`src/rtl/pci_pixel_packer.sv`:
```
// Frame-aware PCI ingress adapter: forwards the header bytes of each frame on a side port,
// then packs pixel bytes LANES at a time into wide words and flags the final word of the frame.
module pci_pixel_packer #(
   parameter int DATA_W       = 8,
   parameter int LANES        = 4,
   parameter int HEADER_BYTES = 1078,
   parameter int IMAGE_PIXELS = 262144
) (
   input  logic                    clk,
   input  logic                    rst,
   input  logic                    i_valid_pci,
   input  logic [DATA_W-1:0]       i_data_pci,
   output logic                    o_ready_pci,
   output logic                    o_hdr_valid,
   output logic [DATA_W-1:0]       o_hdr_data,
   output logic                    o_valid,
   output logic [LANES*DATA_W-1:0] o_data,
   output logic                    o_last,
   input  logic                    i_ready,
   output logic                    o_frame_done
);

   if (LANES < 1 || IMAGE_PIXELS % LANES != 0) begin : g_bad_cfg
      $fatal(1, "pci_pixel_packer: IMAGE_PIXELS must be a non-zero multiple of LANES");
   end

   localparam int HW = (HEADER_BYTES > 0) ? $clog2(HEADER_BYTES + 1) : 1;
   localparam int PW = (IMAGE_PIXELS > 1) ? $clog2(IMAGE_PIXELS + 1) : 1;
   localparam int LW = (LANES > 1) ? $clog2(LANES) : 1;

   localparam logic [HW-1:0] HDR_LAST  = HW'(HEADER_BYTES - 1);
   localparam logic [PW-1:0] PIX_LAST  = PW'(IMAGE_PIXELS - 1);
   localparam logic [LW-1:0] LANE_LAST = LW'(LANES - 1);

   typedef enum logic [1:0] {S_HDR, S_PIX, S_DRAIN} state_t;
   localparam state_t S_START = (HEADER_BYTES > 0) ? S_HDR : S_PIX;

   state_t                        state_q, state_d;
   logic [HW-1:0]                 hdr_cnt_q, hdr_cnt_d;
   logic [LW-1:0]                 lane_cnt_q, lane_cnt_d;
   logic [PW-1:0]                 pix_cnt_q, pix_cnt_d;
   logic [LANES-1:0][DATA_W-1:0]  pack_q, pack_d;
   logic [LANES-1:0][DATA_W-1:0]  data_q, data_d;
   logic                          valid_q, valid_d;
   logic                          last_q, last_d;
   logic                          hdr_valid_q, hdr_valid_d;
   logic [DATA_W-1:0]             hdr_data_q, hdr_data_d;
   logic                          done_q, done_d;
   logic                          ready_c;
   logic                          accept_c;
   logic [LANES-1:0][DATA_W-1:0]  word_c;

   always_ff @(posedge clk or posedge rst) begin
      if (rst) begin
         state_q     <= S_START;
         hdr_cnt_q   <= '0;
         lane_cnt_q  <= '0;
         pix_cnt_q   <= '0;
         pack_q      <= '0;
         data_q      <= '0;
         valid_q     <= 1'b0;
         last_q      <= 1'b0;
         hdr_valid_q <= 1'b0;
         hdr_data_q  <= '0;
         done_q      <= 1'b0;
      end else begin
         state_q     <= state_d;
         hdr_cnt_q   <= hdr_cnt_d;
         lane_cnt_q  <= lane_cnt_d;
         pix_cnt_q   <= pix_cnt_d;
         pack_q      <= pack_d;
         data_q      <= data_d;
         valid_q     <= valid_d;
         last_q      <= last_d;
         hdr_valid_q <= hdr_valid_d;
         hdr_data_q  <= hdr_data_d;
         done_q      <= done_d;
      end
   end

   always_comb begin
      state_d     = state_q;
      hdr_cnt_d   = hdr_cnt_q;
      lane_cnt_d  = lane_cnt_q;
      pix_cnt_d   = pix_cnt_q;
      pack_d      = pack_q;
      data_d      = data_q;
      valid_d     = valid_q;
      last_d      = last_q;
      hdr_valid_d = 1'b0;
      hdr_data_d  = hdr_data_q;
      done_d      = 1'b0;
      ready_c     = 1'b0;
      word_c      = pack_q;
      word_c[lane_cnt_q] = i_data_pci;

      // Only the word-completing byte can be blocked, and only by a held word that is not draining.
      case (state_q)
         S_HDR:   ready_c = 1'b1;
         S_PIX:   ready_c = (lane_cnt_q != LANE_LAST) | ~valid_q | i_ready;
         default: ready_c = 1'b0;
      endcase
      ready_c  = ready_c & ~rst;
      accept_c = i_valid_pci & ready_c;

      if (valid_q && i_ready) valid_d = 1'b0;

      case (state_q)
         S_HDR: begin
            if (accept_c) begin
               hdr_valid_d = 1'b1;
               hdr_data_d  = i_data_pci;
               if (hdr_cnt_q == HDR_LAST) begin
                  hdr_cnt_d = '0;
                  state_d   = S_PIX;
               end else begin
                  hdr_cnt_d = hdr_cnt_q + 1'b1;
               end
            end
         end
         S_PIX: begin
            if (accept_c) begin
               pack_d[lane_cnt_q] = i_data_pci;
               pix_cnt_d          = pix_cnt_q + 1'b1;
               if (lane_cnt_q == LANE_LAST) begin
                  lane_cnt_d = '0;
                  valid_d    = 1'b1;
                  data_d     = word_c;
                  last_d     = (pix_cnt_q == PIX_LAST);
               end else begin
                  lane_cnt_d = lane_cnt_q + 1'b1;
               end
               if (pix_cnt_q == PIX_LAST) state_d = S_DRAIN;
            end
         end
         S_DRAIN: begin
            if (valid_q && i_ready && last_q) begin
               done_d     = 1'b1;
               hdr_cnt_d  = '0;
               lane_cnt_d = '0;
               pix_cnt_d  = '0;
               state_d    = S_START;
            end
         end
         default: state_d = S_START;
      endcase
   end

   assign o_ready_pci  = ready_c;
   assign o_hdr_valid  = hdr_valid_q;
   assign o_hdr_data   = hdr_data_q;
   assign o_valid      = valid_q;
   assign o_data       = data_q;
   assign o_last       = last_q;
   assign o_frame_done = done_q;

endmodule
```
`config.mk`:
```
export PLATFORM = sky130hd
export DESIGN_NAME = pci_pixel_packer
export DESIGN_NICKNAME = d
export VERILOG_FILES = /design/src/rtl/pci_pixel_packer.sv
export SDC_FILE = /design/constraint.sdc
export NUM_CORES = 1
export LEC_CHECK = 0
export ABC_AREA = 1
export CORE_ASPECT_RATIO = 1.25
export CORE_UTILIZATION = 56
export CTS_BUF_LIST = sky130_fd_sc_hd__clkbuf_16
export DETAILED_ROUTE_END_ITERATION = 8
export GPL_TIMING_DRIVEN = 0
export PLACE_DENSITY = 0.82
export RECOVER_POWER = 25
export SYNTH_ARGS = -nofsm -noshare
export SYNTH_HDL_FRONTEND = slang
export SYNTH_SLANG_ARGS = --single-unit
```
`constraint.sdc`:
```
create_clock -name clk -period 3.8 [get_ports clk]
set_input_delay 0.38 -clock clk [delete_from_list [all_inputs] [get_ports clk]]
set_output_delay 0.38 -clock clk [all_outputs]
set_load 0.02 [all_outputs]
```
Word-level counts from Yosys, hierarchy flattened
Cells that the tools add are included.
- bitwise gates (word level): 6
- reductions and logical operators: 12
- magnitude comparators: 2
- $add $sub $neg: 3
- multiplexer cells: 28
- equal/unequal tests: 11
- operators by type and width (kind ; number):
    two-way mux 19 bit ; 2
    one-hot mux 19 bit (2 select lines) ; 1
    two-way mux 11 bit ; 3
    bitwise mux 32 bit ; 1
    one-hot mux 11 bit (2 select lines) ; 1
    adder 19 x 1 -> 19 bit (second input constant) ; 1
    equality test 19 x 18 -> 1 bit (second input constant) ; 1
    demux 8 bit (select 2 bit) ; 1
    two-way mux 2 bit ; 7
    != test 2 bit (second input constant) ; 6
    adder 11 x 1 -> 11 bit (second input constant) ; 1
    equality test 11 bit (second input constant) ; 1
    AND reduction 3 bit ; 3
    two-way mux 1 bit ; 8
    two-way mux 8 bit ; 1
    one-hot mux 2 bit (3 select lines) ; 1
    AND reduction 5 bit ; 1
    equality test 2 bit (second input constant) ; 2
    one-hot mux 2 bit (2 select lines) ; 1
    AND reduction 2 bit ; 2
    nonzero test 2 bit ; 2
    logical AND 1 bit ; 3
    less-than comparator 2 x 3 -> 1 bit (second input constant) ; 1
    adder 2 x 1 -> 2 bit (second input constant) ; 1
    other kinds (7) ; 10
- bits in registers: 110
- word-level logic and storage cells: 79
- output and inout bits: 45

Logic depth before layout (Yosys ltp)
- word-level depth: 8
- mapped depth: 10
- gate-level depth less buffers: 9

Least setup slack after synthesis
Ideal clock, no wire load.
- path kind: input -> register
- start: input rst
- end: register hdr_cnt_q[3]
- library setup time: 0.123 ns
- arrival time: 3.556 ns
- path slack: 0.121 ns
- stages: 7
- path buffers: 0
- cells stage by stage: inv_1 nand3_1 nand2_2 inv_2 nor2_1 xor2_1 nor2_1
- word-level cells in the longest chain between the ends: 5
- ends and longest elaborated chain (item ; RTL line ; RTL):
    start, declared ; 10 ; input logic rst,
    NOT 1 bit ; 103 ; ready_c = ready_c & ~rst;
    bitwise AND 1 bit ; 103 ;
    bitwise AND 1 bit ; 104 ; accept_c = i_valid_pci & ready_c;
    != test 2 bit (no source line) ; n/a ;
    AND reduction 3 bit (no source line) ; n/a ;
    end signal, assigned ; 68 ; hdr_cnt_q <= hdr_cnt_d;
    end, declared ; 39 ; logic [HW-1:0] hdr_cnt_q, hdr_cnt_d;
No other way between the ends.
A chain may end at the register's enable or synchronous reset.

Worst setup path in the final report
- start: register lane_cnt_q[0]
- end: output o_ready_pci
- word-level cells in the longest chain between the ends: 5
- ends and longest elaborated chain (item ; RTL line ; RTL):
    start, declared ; 40 ; logic [LW-1:0] lane_cnt_q, lane_cnt_d;
    start signal, assigned ; 69 ; lane_cnt_q <= lane_cnt_d;
    != test 2 bit ; 100 ; S_PIX: ready_c = (lane_cnt_q != LANE_LAST) | ~valid_q | i_ready;
    bitwise OR 1 bit (2 in series) ; 100 ;
    one-hot mux 1 bit (2 select lines) ; 98 ; case (state_q)
    bitwise AND 1 bit ; 103 ;
    end, declared ; 13 ; output logic o_ready_pci,
No other way between the ends.

==> key figures <==
Finish
  • Design area: 5900 µm²
  • Fillcell total: 667
  • Sequential cell area in the final layout: 2550 µm²
  • Area growth from synthesis to layout: 20.2%
  • Area of the multi-input gates: 2020 µm²
  • ANT cells: 0
  • Number of nets in the layout: 717
  • Fraction of final layout cells sized beyond drive strength 1: 6.13%

Clock network
  • Clk_lat worst skew: 0.35 ns
  • Number of buffers inserted during clock tree synthesis: 9
  • Post-CTS Setup Bufs: 0
  • Clk sink count: 102
  • Master cell of the clock root buffer: sky130_fd_sc_hd__clkbuf_16
  • Number of resized instances in the post-cts repair step: 0
  • Maximum root-to-sink buffer count: 2
  • Clock transition at the register clock pins on the worst setup and hold paths after CTS: 0.07 ns
  • CTS tree: built
  • Hold-fix buffers at CTS: 0
  • Depth of the CTS H-tree: 3

Setup path
  • Setup crit start: lane_cnt_q[0]
  • Crit path cell chain: ha_1 -> inv_1 -> nor3_1 -> nor2_1 -> nor2_1 -> nor2_1 -> clkdlybuf4s50_1
  • Arrival time at the worst endpoint: 2.06 ns
  • Setup CP Type: reg2out
  • Crit-path most repeated cell: sky130_fd_sc_hd__nor2_1
  • Critical-path cell with the highest stage delay: sky130_fd_sc_hd__clkdlybuf4s50_1
  • Reg-to-Reg Start: pix_cnt_q[0]
  • Largest fanout on the critical path: 3
  • Stage delay of the slowest cell on the critical path: 0.61 ns
  • Top delay family on crit path: buffers and inverters
  • Setup crit start kind: register
  • Worst path required time: 3.42 ns
  • Worst Setup End Kind: output pin
  • Buffer and inverter count on the worst path: 2

Global routing
  • Grt met2 use: 47.1%
  • Total overflow reported by the global router: 0
  • Total routing usage reported by global routing: 27.6%
  • Global-route wire length before repair: 19800 µm
  • GR Util met3: 5.08%
  • Number of global-route vias before repair: 4330
  • Met1 Resource Use GR: 34.2%
  • Most Crowded Layer GR: met2
  • Maximum number of pins on one net before global-route repair: 60
  • Number of antenna violations at the first check in global routing: 0

STA
  • Max-slew violation count: 0
  • Skew final: 0.00869 ns
  • Worst Max-Slew Pin Slew: 1.43 ns
  • Worst hold slack after final layout: 0.472 ns
  • Final clock period utilization by the worst path: 64.2%
  • Achievable clock frequency: 410 MHz
  • Final-report setup violation count: 0
  • Max transition margin: 4.65%
  • Final hold violation count: 0
  • Shortest clock period the worst path allows after layout: 2.44 ns
  • Unrepaired setup endpoints after global routing: no

Yosys
  • Synthesized netlist net count: 649
  • Warnings from Yosys: 0
  • Top cells by count, synth: 241 x sky130_fd_sc_hd__nand2_1, 102 x sky130_fd_sc_hd__dfrtp_1, 64 x sky130_fd_sc_hd__o21ai_0
  • Top post-synthesis cells by area: sky130_fd_sc_hd__dfrtp_1 52%, sky130_fd_sc_hd__nand2_1 18%, sky130_fd_sc_hd__o21ai_0 6.5%
  • Sequential cell area fraction in the yosys report: 52.0%
  • Synthesized flop and latch total: 102
  • Count leader, synth: sky130_fd_sc_hd__nand2_1
  • Post-synthesis instance area: 4910 µm²
  • Share of the synthesized area in the top cell type: 52.0%
  • Number of enable-type register cells in the synthesized netlist: 0
  • Share of synthesized registers carrying an async set or reset: 100%
  • Synth Instances: 630
  • Synth area leader: sky130_fd_sc_hd__dfrtp_1
  • Number of distinct library cells after synthesis: 30
  • Synthesized area divided by synthesized cell count: 7.80 µm²
  • Main synth FF type: sky130_fd_sc_hd__dfrtp_1

Pwr
  • Leakage power figure: 2.83 nW
  • Maximum VDD drop: 0.000276 V
  • Power density of the placed cells: 665 nW/µm²
  • Final Total Pwr: 0.00393 W

Routing
  • DR DRC count: 0
  • Total detailed-routing wirelength: 11400 µm
  • DRT antenna net count: 0
  • Mean routed wirelength per cell: 13.9 µm
  • DRT Pass-1 Iters: 5
  • Vias: 4357
  • Number of vias per cell after detailed routing: 5.32
  • Starting DRT DRC Count: 313

Floorplan
  • Chip width: 85.8 µm
  • Total number of placement rows: 37
  • I/O pin cnt: 57
  • Starting utilization of the core area: 58.6%
  • Chip height: 107 µm
  • Floorplan die area: 9150 µm²
  • Core area: 8380 µm²

Job
  • Max-capacitance violation count: 0

Placed design
  • HPWL after detailed placement: 8290 µm
  • Cell area after placement: 5650 µm²
  • Global placer's final weighted congestion: 0.926
  • Port bufs: 56

Outcome
  • Run status: completed

Hold path
  • Hold path startpoint: o_data[19]
  • Class of the most critical hold timing path: reg2reg
==> stage by stage <==
stage	cells	TNS, ns	setup WS, ns	utilization (%)
after global routing	819	0	0.982	70.4
after detailed placement	804	0	1.37	67.4
after global placement	803	-104.28	-1.43	67.1
after floorplan	630	0	0.121	-
after CTS	819	0	1.37	70.7
final	819	0	1.36	70.4
==> metal layers <==
layer / vias to the layer above / part of all wire, %
met4: 0 / 3.0
met5: - / 0
li1: 2124 / -
met3: 33 / 5.4
met2: 143 / 51
met1: 2057 / 41
==> state kept, by name, indices dropped and copies added, names as in the netlist <==
| register | cells |
|---|---|
| lane_cnt_q | 2 |
| o_hdr_data | 8 |
| o_hdr_valid | 1 |
| o_data | 32 |
| o_frame_done | 1 |
| o_last | 1 |
| pack_q | 24 |
| o_valid | 1 |
| hdr_cnt_q | 11 |
| state_q | 2 |
| pix_cnt_q | 19 |
==> path summary, 6_finish.rpt <==
path	to	slack (ns)	depth (start not counted)
max	o_ready_pci	1.36	7
max in group asynchronous	pack_q[23]	1.39	3
max reg2reg	state_q[1]	1.94	9
min	o_data[19]	0.47	2
min reg2reg	o_data[19]	0.47	2
min in group asynchronous	hdr_cnt_q[6]	0.63	2
==> where the power goes <==
part / internal, W / switching (W) / leakage, nW
clock: 0.000452 / 0.000424 / 0.134
sequential: 0.00145 / 0.000200 / 1.31
combinational: 0.000574 / 0.000830 / 1.39
total: 0.00247 / 0.00145 / 2.83
==> cells in the final DEF (no fill, tap or decap), types with 2 or more instances in the layout <==
cell                              Yosys  final
sky130_fd_sc_hd__nand3_1             34     34
sky130_fd_sc_hd__clkdlybuf4s50_1      0     55
sky130_fd_sc_hd__inv_2                4      4
sky130_fd_sc_hd__buf_6                2      2
sky130_fd_sc_hd__inv_6                0      2
sky130_fd_sc_hd__clkinv_4             0      2
sky130_fd_sc_hd__nand2_2              2      2
sky130_fd_sc_hd__o21ai_0             64     64
sky130_fd_sc_hd__xor2_1               6      6
sky130_fd_sc_hd__buf_2               11     11
sky130_fd_sc_hd__nor2_4               2      2
sky130_fd_sc_hd__nor3_1              13     13
sky130_fd_sc_hd__dfrtp_1            102    102
sky130_fd_sc_hd__ha_1                 7      7
sky130_fd_sc_hd__inv_1               54     53
sky130_fd_sc_hd__clkbuf_1             7      7
sky130_fd_sc_hd__a21oi_1              9      9
sky130_fd_sc_hd__clkbuf_16            0      9
sky130_fd_sc_hd__nand2_1            241    241
sky130_fd_sc_hd__nand4_1             10     10
sky130_fd_sc_hd__nand3b_1             3      3
sky130_fd_sc_hd__nor2_1              46     47
==> logic make-up (layout without fill, tap and decap cells) <==
logic type | Yosys count | in the layout | synth area share [%]
simple gates | 355 | 355 | 30.0
flops | 102 | 102 | 52.0
buf+inv | 81 | 153 | 6.85
compound gates | 78 | 78 | 8.18
fa+ha+maj | 7 | 7 | 1.78
xor+xnor | 7 | 7 | 1.25
==> worst min-delay path: cells and delay by family (launching register included) <==
| kind | cells | cell delay, ns |
|---|---|---|
| DFF | 1 | 0.34 |
| and+or+nand+nor | 2 | 0.10 |
==> final cells by class <==
| cell class | instances | area share (%) |
|---|---|---|
| Buffer | 22 | 1.95 |
| Clock buffer | 9 | 3.82 |
| Clock inverter | 6 | 0.911 |
| Inverter | 59 | 3.79 |
| Multi-Input combinational cell | 447 | 34.2 |
| Sequential cell | 102 | 43.2 |
| Tap cell | 117 | 2.48 |
| Timing Repair Buffer | 57 | 9.58 |
Note: power is estimated with default switching activity, not from simulation.
